$ cat src/rtl/wb2core.sv
// Wishbone B4 pipelined slave driving a core-side req/gnt/rvalid initiator, in-order responses.
// Define WB2CORE_RESP_REG_EN to register ack/err/dat_s (one extra cycle of response latency).
module wb2core #(
  parameter int unsigned MaxOutstanding = 2
) (
  input  logic        clk,
  input  logic        rst,
  input  logic        wb_cyc,
  input  logic        wb_stb,
  input  logic        wb_we,
  input  logic [3:0]  wb_sel,
  input  logic [31:0] wb_adr,
  input  logic [31:0] wb_dat_m,
  output logic [31:0] wb_dat_s,
  output logic        wb_ack,
  output logic        wb_err,
  output logic        wb_stall,
  output logic        core_req,
  output logic        core_we,
  output logic [3:0]  core_be,
  output logic [31:0] core_addr,
  output logic [31:0] core_wdata,
  input  logic        core_gnt,
  input  logic        core_rvalid,
  input  logic [31:0] core_rdata,
  input  logic        core_err
);

  localparam int unsigned CntW = $clog2(MaxOutstanding + 1);
  localparam logic [CntW-1:0] CntMax = CntW'(MaxOutstanding);

  typedef enum logic [1:0] {StIdle, StActive, StDrain} state_e;

  state_e          state_q, state_d;
  logic [CntW-1:0] count_q, count_d;
  logic            accept;
  logic            abort;
  logic            rsp_valid;
  logic [1:0]      dec;

  assign core_req   = wb_cyc & wb_stb & (count_q < CntMax) & (state_q != StDrain);
  assign core_we    = wb_we;
  assign core_be    = wb_sel;
  assign core_addr  = {wb_adr[31:2], 2'b00};
  assign core_wdata = wb_dat_m;

  assign accept   = core_req & core_gnt;
  assign wb_stall = wb_cyc & wb_stb & ~accept;
  // Responses to an abandoned cycle are swallowed without a bus pulse.
  assign abort    = (state_q == StDrain) | ~wb_cyc;

`ifdef WB2CORE_RESP_REG_EN
  logic        ack_q, err_q;
  logic [31:0] dat_q;
  logic        pend;

  assign pend = ack_q | err_q;
  // A response held in the output stage is still part of count_q.
  assign rsp_valid = core_rvalid & (count_q > CntW'(pend));

  always_ff @(posedge clk or posedge rst) begin
    if (rst) begin
      ack_q <= 1'b0;
      err_q <= 1'b0;
      dat_q <= '0;
    end else begin
      ack_q <= rsp_valid & ~abort & ~core_err;
      err_q <= rsp_valid & ~abort & core_err;
      if (rsp_valid & ~abort & ~core_err) begin
        dat_q <= core_rdata;
      end
    end
  end

  assign wb_ack   = ack_q;
  assign wb_err   = err_q;
  assign wb_dat_s = dat_q;
  assign dec      = {1'b0, pend} + {1'b0, rsp_valid & abort};
`else
  assign rsp_valid = core_rvalid & (count_q != '0);
  assign wb_ack    = rsp_valid & ~abort & ~core_err;
  assign wb_err    = rsp_valid & ~abort & core_err;
  assign wb_dat_s  = wb_ack ? core_rdata : '0;
  assign dec       = {1'b0, rsp_valid};
`endif

  always_comb begin
    count_d = count_q + CntW'(accept) - CntW'(dec);
    state_d = state_q;
    unique case (state_q)
      StIdle: begin
        if (accept) state_d = StActive;
      end
      StActive: begin
        if (!wb_cyc) begin
          state_d = (count_d != '0) ? StDrain : StIdle;
        end else if (count_d == '0) begin
          state_d = StIdle;
        end
      end
      StDrain: begin
        if (count_d == '0) state_d = StIdle;
      end
      default: state_d = StIdle;
    endcase
  end

  always_ff @(posedge clk or posedge rst) begin
    if (rst) begin
      state_q <= StIdle;
      count_q <= '0;
    end else begin
      state_q <= state_d;
      count_q <= count_d;
    end
  end

endmodule

$ cat config.mk
export PLATFORM = sky130hd
export DESIGN_NAME = wb2core
export DESIGN_NICKNAME = d
export VERILOG_FILES = /design/src/rtl/wb2core.sv
export SDC_FILE = /design/constraint.sdc
export NUM_CORES = 1
export LEC_CHECK = 0
export CAP_MARGIN = 20
export CORE_AREA = 2 2 84 86
export DETAILED_ROUTE_END_ITERATION = 8
export DIE_AREA = 0 0 86 88
export GPL_ROUTABILITY_DRIVEN = 0
export PLACE_DENSITY = 0.69
export SLEW_MARGIN = 20
export SYNTH_ARGS = -nofsm -noshare
export SYNTH_HDL_FRONTEND = slang
export SYNTH_SLANG_ARGS = --single-unit
$ cat constraint.sdc
create_clock -name clk -period 3.6 [get_ports clk]
set_clock_uncertainty 0.2 [all_clocks]
set_input_delay 0.36 -clock clk [delete_from_list [all_inputs] [get_ports clk]]
set_output_delay 0.36 -clock clk [all_outputs]
set_load 0.03 [all_outputs]
==> summary.txt, run 1 <==
clock sinks: 4
RSZ-0062 raised after global routing: no
Area Growth Syn to Fin: 33.0%
most frequent cells in the layout: clkdlybuf4s50_1 (74), and2_1 (32), dfrtp_1 (4), clkbuf_8 (3)
post-detail-place hpwl: 1.93 mm
fin. max-slew vios: 0
static leakage: 0.000515 µW
Netlist cell types: 20
first-pass GRT wire length: 3.32 mm
root buffer cell: clkbuf_8
post-synth top area share: 0.512
crit path time final: 2.84 ns
origin of the critical flop-to-flop path: state_q[0]$_DFFE_PP0P_
period utilization: 0.789
Largest delay share family, worst path: buffers and inverters
most common cell after layout, fill and taps aside: clkdlybuf4s50_1
drc violations: 0
DR top layer: met4
vias in the first global route: 687
Vias/cell: 3.53
grt total ovfl: 0
crit path DAT: 2.28 ns
ANT cells: 0
DR pass1 iterations: 2
Area contributors post-synth: buf_4 (51%), and2_1 (20%), dfrtp_1 (9.9%)
initial antenna violation count: 0
Worst Hold Class: in2async
via count: 758
Nets: 247
outcome: finished, final reports clean
# rows: 30
share of cells above drive strength 1: 0.0444
clk_lat worst skew: 0.22 ns
post-synthesis sequential area ratio: 0.0990
final hold violation count: 0
GRT Total Usage: 0.0556
PostCTS Resize Cnt: 0
Reg2Reg Depth: 8
pin count of the biggest net entering global routing: 34
clock slew at reported path FFs: 0.03 ns
DIE AREA: 0.00757 mm²
CTS max path bufs: 2
met3 wire len: 337 µm
fin util: 0.202
worst stage delay on the critical path: 0.68 ns
yosys warns: 0
Pwr Density: 315 mW/mm²
peak supply drop: 0.0762 mV
WL/cell: 10.8 µm
CP Class: in2out
reg-to-reg setup timing slack: 1.60 ns
buffer and inverter count on the worst path: 2
die extent in x: 86 µm
hold_buf cts: 0
Hold WS: 0.127 ns
Routed Antenna Nets: 0
TritonCTS buffer count: 3
WL met2: 1.17 mm
Required @ worst endpoint: 3.04 ns
cell mode on critical path: clkdlybuf4s50_1
DR iter-0 viols: 8
final WL: 2.32 mm
Max stage delay cell, worst path: clkdlybuf4s50_1
Final TNS setup: 0 ns
Metal-1 WL: 701 µm
CTS tree: built
Total Power: 423 µW
Fmax: 352 MHz
crit-path max FO: 33
Max Cap Viol: 0
H-tree depth: 1
post-synthesis register bit count: 4
I/O pin cnt: 213
Initial Util: 0.152
Avg Synthesized Cell Area: 7.84 µm²
CORE AREA: 0.00664 mm²
dominant cell type by area after synthesis: buf_4
Port-buffer cells: 74
Final Setup Violations: 0
Worst Setup End Kind: output port
Mapped Cells: 129
worst reg2reg endpoint: state_q[0]$_DFFE_PP0P_
Post-Syn Area: 0.00101 mm²
number of buffers added for setup after CTS: 0
die span in y: 88 µm
nature of the critical path startpoint: input pin
cell chain of the critical path: clkdlybuf4s50_1, o21a_2, and4b_4, and2_1, clkdlybuf4s50_1
## stage by stage
step / instances / worst slack (ns) / instance area [µm²]
after detailed placement: 212 / 0.732 / 1300
after CTS: 215 / 0.728 / 1350
after floorplan: 130 / 1.76 / 1010
final: 215 / 0.761 / 1350
after global routing: 215 / 0.621 / 1350
after global placement: 212 / 0.747 / 1300
## report_power, final
| group | total [µW] | internal, µW | leakage [µW] | switching (µW) |
|---|---|---|---|---|
| Combinational | 252 | 135 | 0.000443 | 117 |
| Sequential | 77.0 | 62.9 | 0.0000506 | 14.1 |
| Clock | 94.1 | 71.2 | 0.0000216 | 22.9 |
## synth_stat cells
library cell / n
o22ai_1: 1
nand4_1: 1
dfrtp_1: 4
nor2b_1: 1
nand2_1: 2
a21oi_1: 2
nor2_1: 2
nand3b_1: 1
ha_1: 2
nand2b_2: 1
xor3_1: 1
conb_1: 1
buf_4: 69
buf_6: 3
inv_1: 2
and2_1: 32
and4_1: 1
and4b_4: 1
nor3b_1: 1
o21a_2: 1
## state kept, by name, summed over array words and instances, names as in the netlist
| register | cells |
|---|---|
| state_q | 2 |
| count_q | 2 |
## cells by family after synthesis
family	after synthesis	synth area share
DFF	4	0.0990
adders and majority gates	2	0.0247
and+or+nand+nor	43	0.271
xor gates and xnor gates	1	0.0235
AOI/OAI and AO/OA	4	0.0248
other	1	0.00371
buffers and inverters	74	0.553
## worst max path at each step
| stage | from | endpoint | slack, ns | depth (start not counted) |
|---|---|---|---|---|
| after floorplan | state_q[0]$_DFFE_PP0P_ | state_q[0]$_DFFE_PP0P_ | 1.76 | 8 |
| after detailed placement | core_rvalid | wb_dat_s[29] | 0.73 | 5 |
| after global routing | wb_cyc | wb_dat_s[29] | 0.62 | 4 |
| after global placement | core_rvalid | wb_dat_s[29] | 0.75 | 5 |
| final | core_rvalid | wb_dat_s[16] | 0.76 | 5 |
| after CTS | core_rvalid | wb_dat_s[29] | 0.73 | 5 |
## area by class of cell
| cell class | instances | area, µm² |
|---|---|---|
| clock buffer | 3 | 41.3 |
| sequential | 4 | 100 |
| inverter | 2 | 7.51 |
| multi-input combinational | 52 | 355 |
| tap | 80 | 100 |
| fill | 709 | 5300 |
| timing repair buffer | 74 | 741 |
## layer usage
metal  GRT usage  vias to the layer above
li1            -                      341
met3      0.0311                       25
met2      0.0980                       72
met1      0.0472                      320
met4      0.0404                        0
met5           0                        -
Power figures use the tool's default switching activity.
==> inputs of run 2 (changes only) <==
--- a/config.mk
+++ b/config.mk
@@ -6,11 +6,11 @@
 export NUM_CORES = 1
 export LEC_CHECK = 0
 export CAP_MARGIN = 20
-export CORE_AREA = 2 2 84 86
+export CORE_ASPECT_RATIO = 0.75
+export CORE_UTILIZATION = 17
 export DETAILED_ROUTE_END_ITERATION = 8
-export DIE_AREA = 0 0 86 88
 export GPL_ROUTABILITY_DRIVEN = 0
-export PLACE_DENSITY = 0.69
+export PLACE_DENSITY = 0.79
 export SLEW_MARGIN = 20
 export SYNTH_ARGS = -nofsm -noshare
 export SYNTH_HDL_FRONTEND = slang
==> constraint.sdc (replaced) <==
create_clock -name clk -period 2.5 [get_ports clk]
set_clock_uncertainty 0.2 [all_clocks]
set_input_delay 0.25 -clock clk [delete_from_list [all_inputs] [get_ports clk]]
set_output_delay 0.25 -clock clk [all_outputs]
set_load 0.03 [all_outputs]
==> run 2 against run 1 <==
Net effect:
- clock-buffer cell count unchanged
- final cell count decreased by 1.4%
- flip-flop and latch count is the same
- total power is 42% higher
- non-clock buffer count grew 2
- setup slack got worse by 0.57 ns
- critical endpoint is now core_req
- largest cell class unchanged
- largest power group unchanged
==> summary.txt, run 2 (synthesized netlist as in run 1, its figures left out) <==
outcome: finished, final reports clean
Port-buffer cells: 74
Gate power share: 0.596
GRT Total Usage: 0.0675
CTS max path bufs: 2
share of cells above drive strength 1: 0.292
Area Growth Syn to Fin: 27.2%
crit path DAT: 1.86 ns
most frequent cells in the layout: clkdlybuf4s50_1 (42), buf_4 (33), and2_1 (32), dfrtp_1 (4), clkbuf_8 (3)
cell mode on critical path: clkdlybuf4s50_1
cell chain of the critical path: clkdlybuf4s50_1, nand2_1, nor3b_1, clkdlybuf4s50_1
placed cell areas: 0.00124 mm²
grt total ovfl: 0
Initial Util: 0.183
origin of the critical flop-to-flop path: count_q[1]$_DFF_PP0_
die extent in x: 91.0 µm
Worst Setup End Kind: output port
Seq pwr share: 0.187
H-tree depth: 1
vias in the first global route: 689
Pwr Density: 467 mW/mm²
crit path time final: 2.31 ns
CORE AREA: 0.00553 mm²
Largest delay share family, worst path: buffers and inverters
DR top layer: met4
Routed Antenna Nets: 0
Final Setup Violations: 0
WL/cell: 11.2 µm
sw frac: 0.366
Regs by FF count: count_q (2), state_q (2)
Required @ worst endpoint: 2.05 ns
Max Cap Viol: 0
DR pass1 iterations: 4
DIE AREA: 0.00626 mm²
RSZ-0062 raised after global routing: no
crit path from: wb_cyc
clock slew at reported path FFs: 0.03 ns
clock sinks: 4
fin. max-slew vios: 0
root buffer cell: clkbuf_8
worst stage delay on the critical path: 0.71 ns
Hold WS: 0.0189 ns
final hold violation count: 0
Vias/cell: 3.65
PostCTS Resize Cnt: 0
die span in y: 68.8 µm
first-pass GRT wire length: 3.22 mm
hold_buf cts: 0
DR iter-0 viols: 8
final WL: 2.38 mm
nature of the critical path startpoint: input pin
period utilization: 0.923
Nets: 249
reg-to-reg setup timing slack: 0.51 ns
Clk pwr share: 0.217
drc violations: 0
Final TNS setup: 0 ns
Metal-1 WL: 764 µm
# rows: 23
I/O pin cnt: 213
Worst Hold Class: in2async
Int Power: 381 µW
number of buffers added for setup after CTS: 0
Reg2Reg Depth: 8
P_sw: 220 µW
static leakage: 0.000591 µW
CP Class: in2out
peak supply drop: 0.275 mV
Max stage delay cell, worst path: clkdlybuf4s50_1
ANT cells: 0
buffer and inverter count on the worst path: 2
CTS tree: built
crit-path max FO: 6
Total Power: 601 µW
pre-CTS setup slack: 0.193 ns
WL met2: 1.06 mm
initial antenna violation count: 0
Non-Filler Cell Area, Final: 0.00129 mm²
TritonCTS buffer count: 3
via count: 773
post-detail-place hpwl: 2.09 mm
Fmax: 433 MHz
met3 wire len: 535 µm
most common cell after layout, fill and taps aside: clkdlybuf4s50_1
clk_lat worst skew: 0.21 ns
pin count of the biggest net entering global routing: 23
setup ws final: 0.192 ns
worst reg2reg endpoint: state_q[0]$_DFFE_PP0P_
[run 2: cell count changes in the layout (fill, tap and decap cells not counted)]
cell and change:
buf_4 +33, buf_12 +1, clkdlybuf4s50_1 -32
[run 2: metal layers]
| metal | vias to the layer above | global-route usage |
|---|---|---|
| met5 | - | 0 |
| met2 | 78 | 0.0994 |
| met1 | 350 | 0.0559 |
| met3 | 2 | 0.0822 |
| li1 | 343 | - |
| met4 | 0 | 0.0258 |
[run 2: worst max path at each step]
stage / cells after the start / slack [ns] / to
2_1_floorplan: 8 / 0.66 / state_q[0]$_DFFE_PP0P_
3_3_place_gp: 4 / 0.22 / core_req
3_5_place_dp: 9 / 0.19 / state_q[0]$_DFFE_PP0P_
4_1_cts: 4 / 0.20 / core_req
5_1_grt: 4 / 0.11 / core_req
6_report: 4 / 0.19 / core_req
[run 2: area by class of cell]
type | instances | area (µm²)
fill | 618 | 4240
timing repair buffer | 76 | 688
multi-input combinational | 52 | 355
sequential | 4 | 100
tap | 75 | 93.8
clock buffer | 3 | 41.3
inverter | 2 | 7.51
[run 2: power groups by stage]
stage                     clock, µW  combinational [µW]  sequential (µW)
final                           130                 358              113
after global routing            144                 387              116
after CTS                       134                 365              112
after detailed placement          0                 364              112
after global placement            0                 360              111
after floorplan                   0                 428              106
[run 2: metrics by stage]
step,utilization,instances
after floorplan,-,130
after global placement,0.225,209
after detailed placement,0.225,209
after CTS,0.233,212
after global routing,0.233,212
final,0.233,212
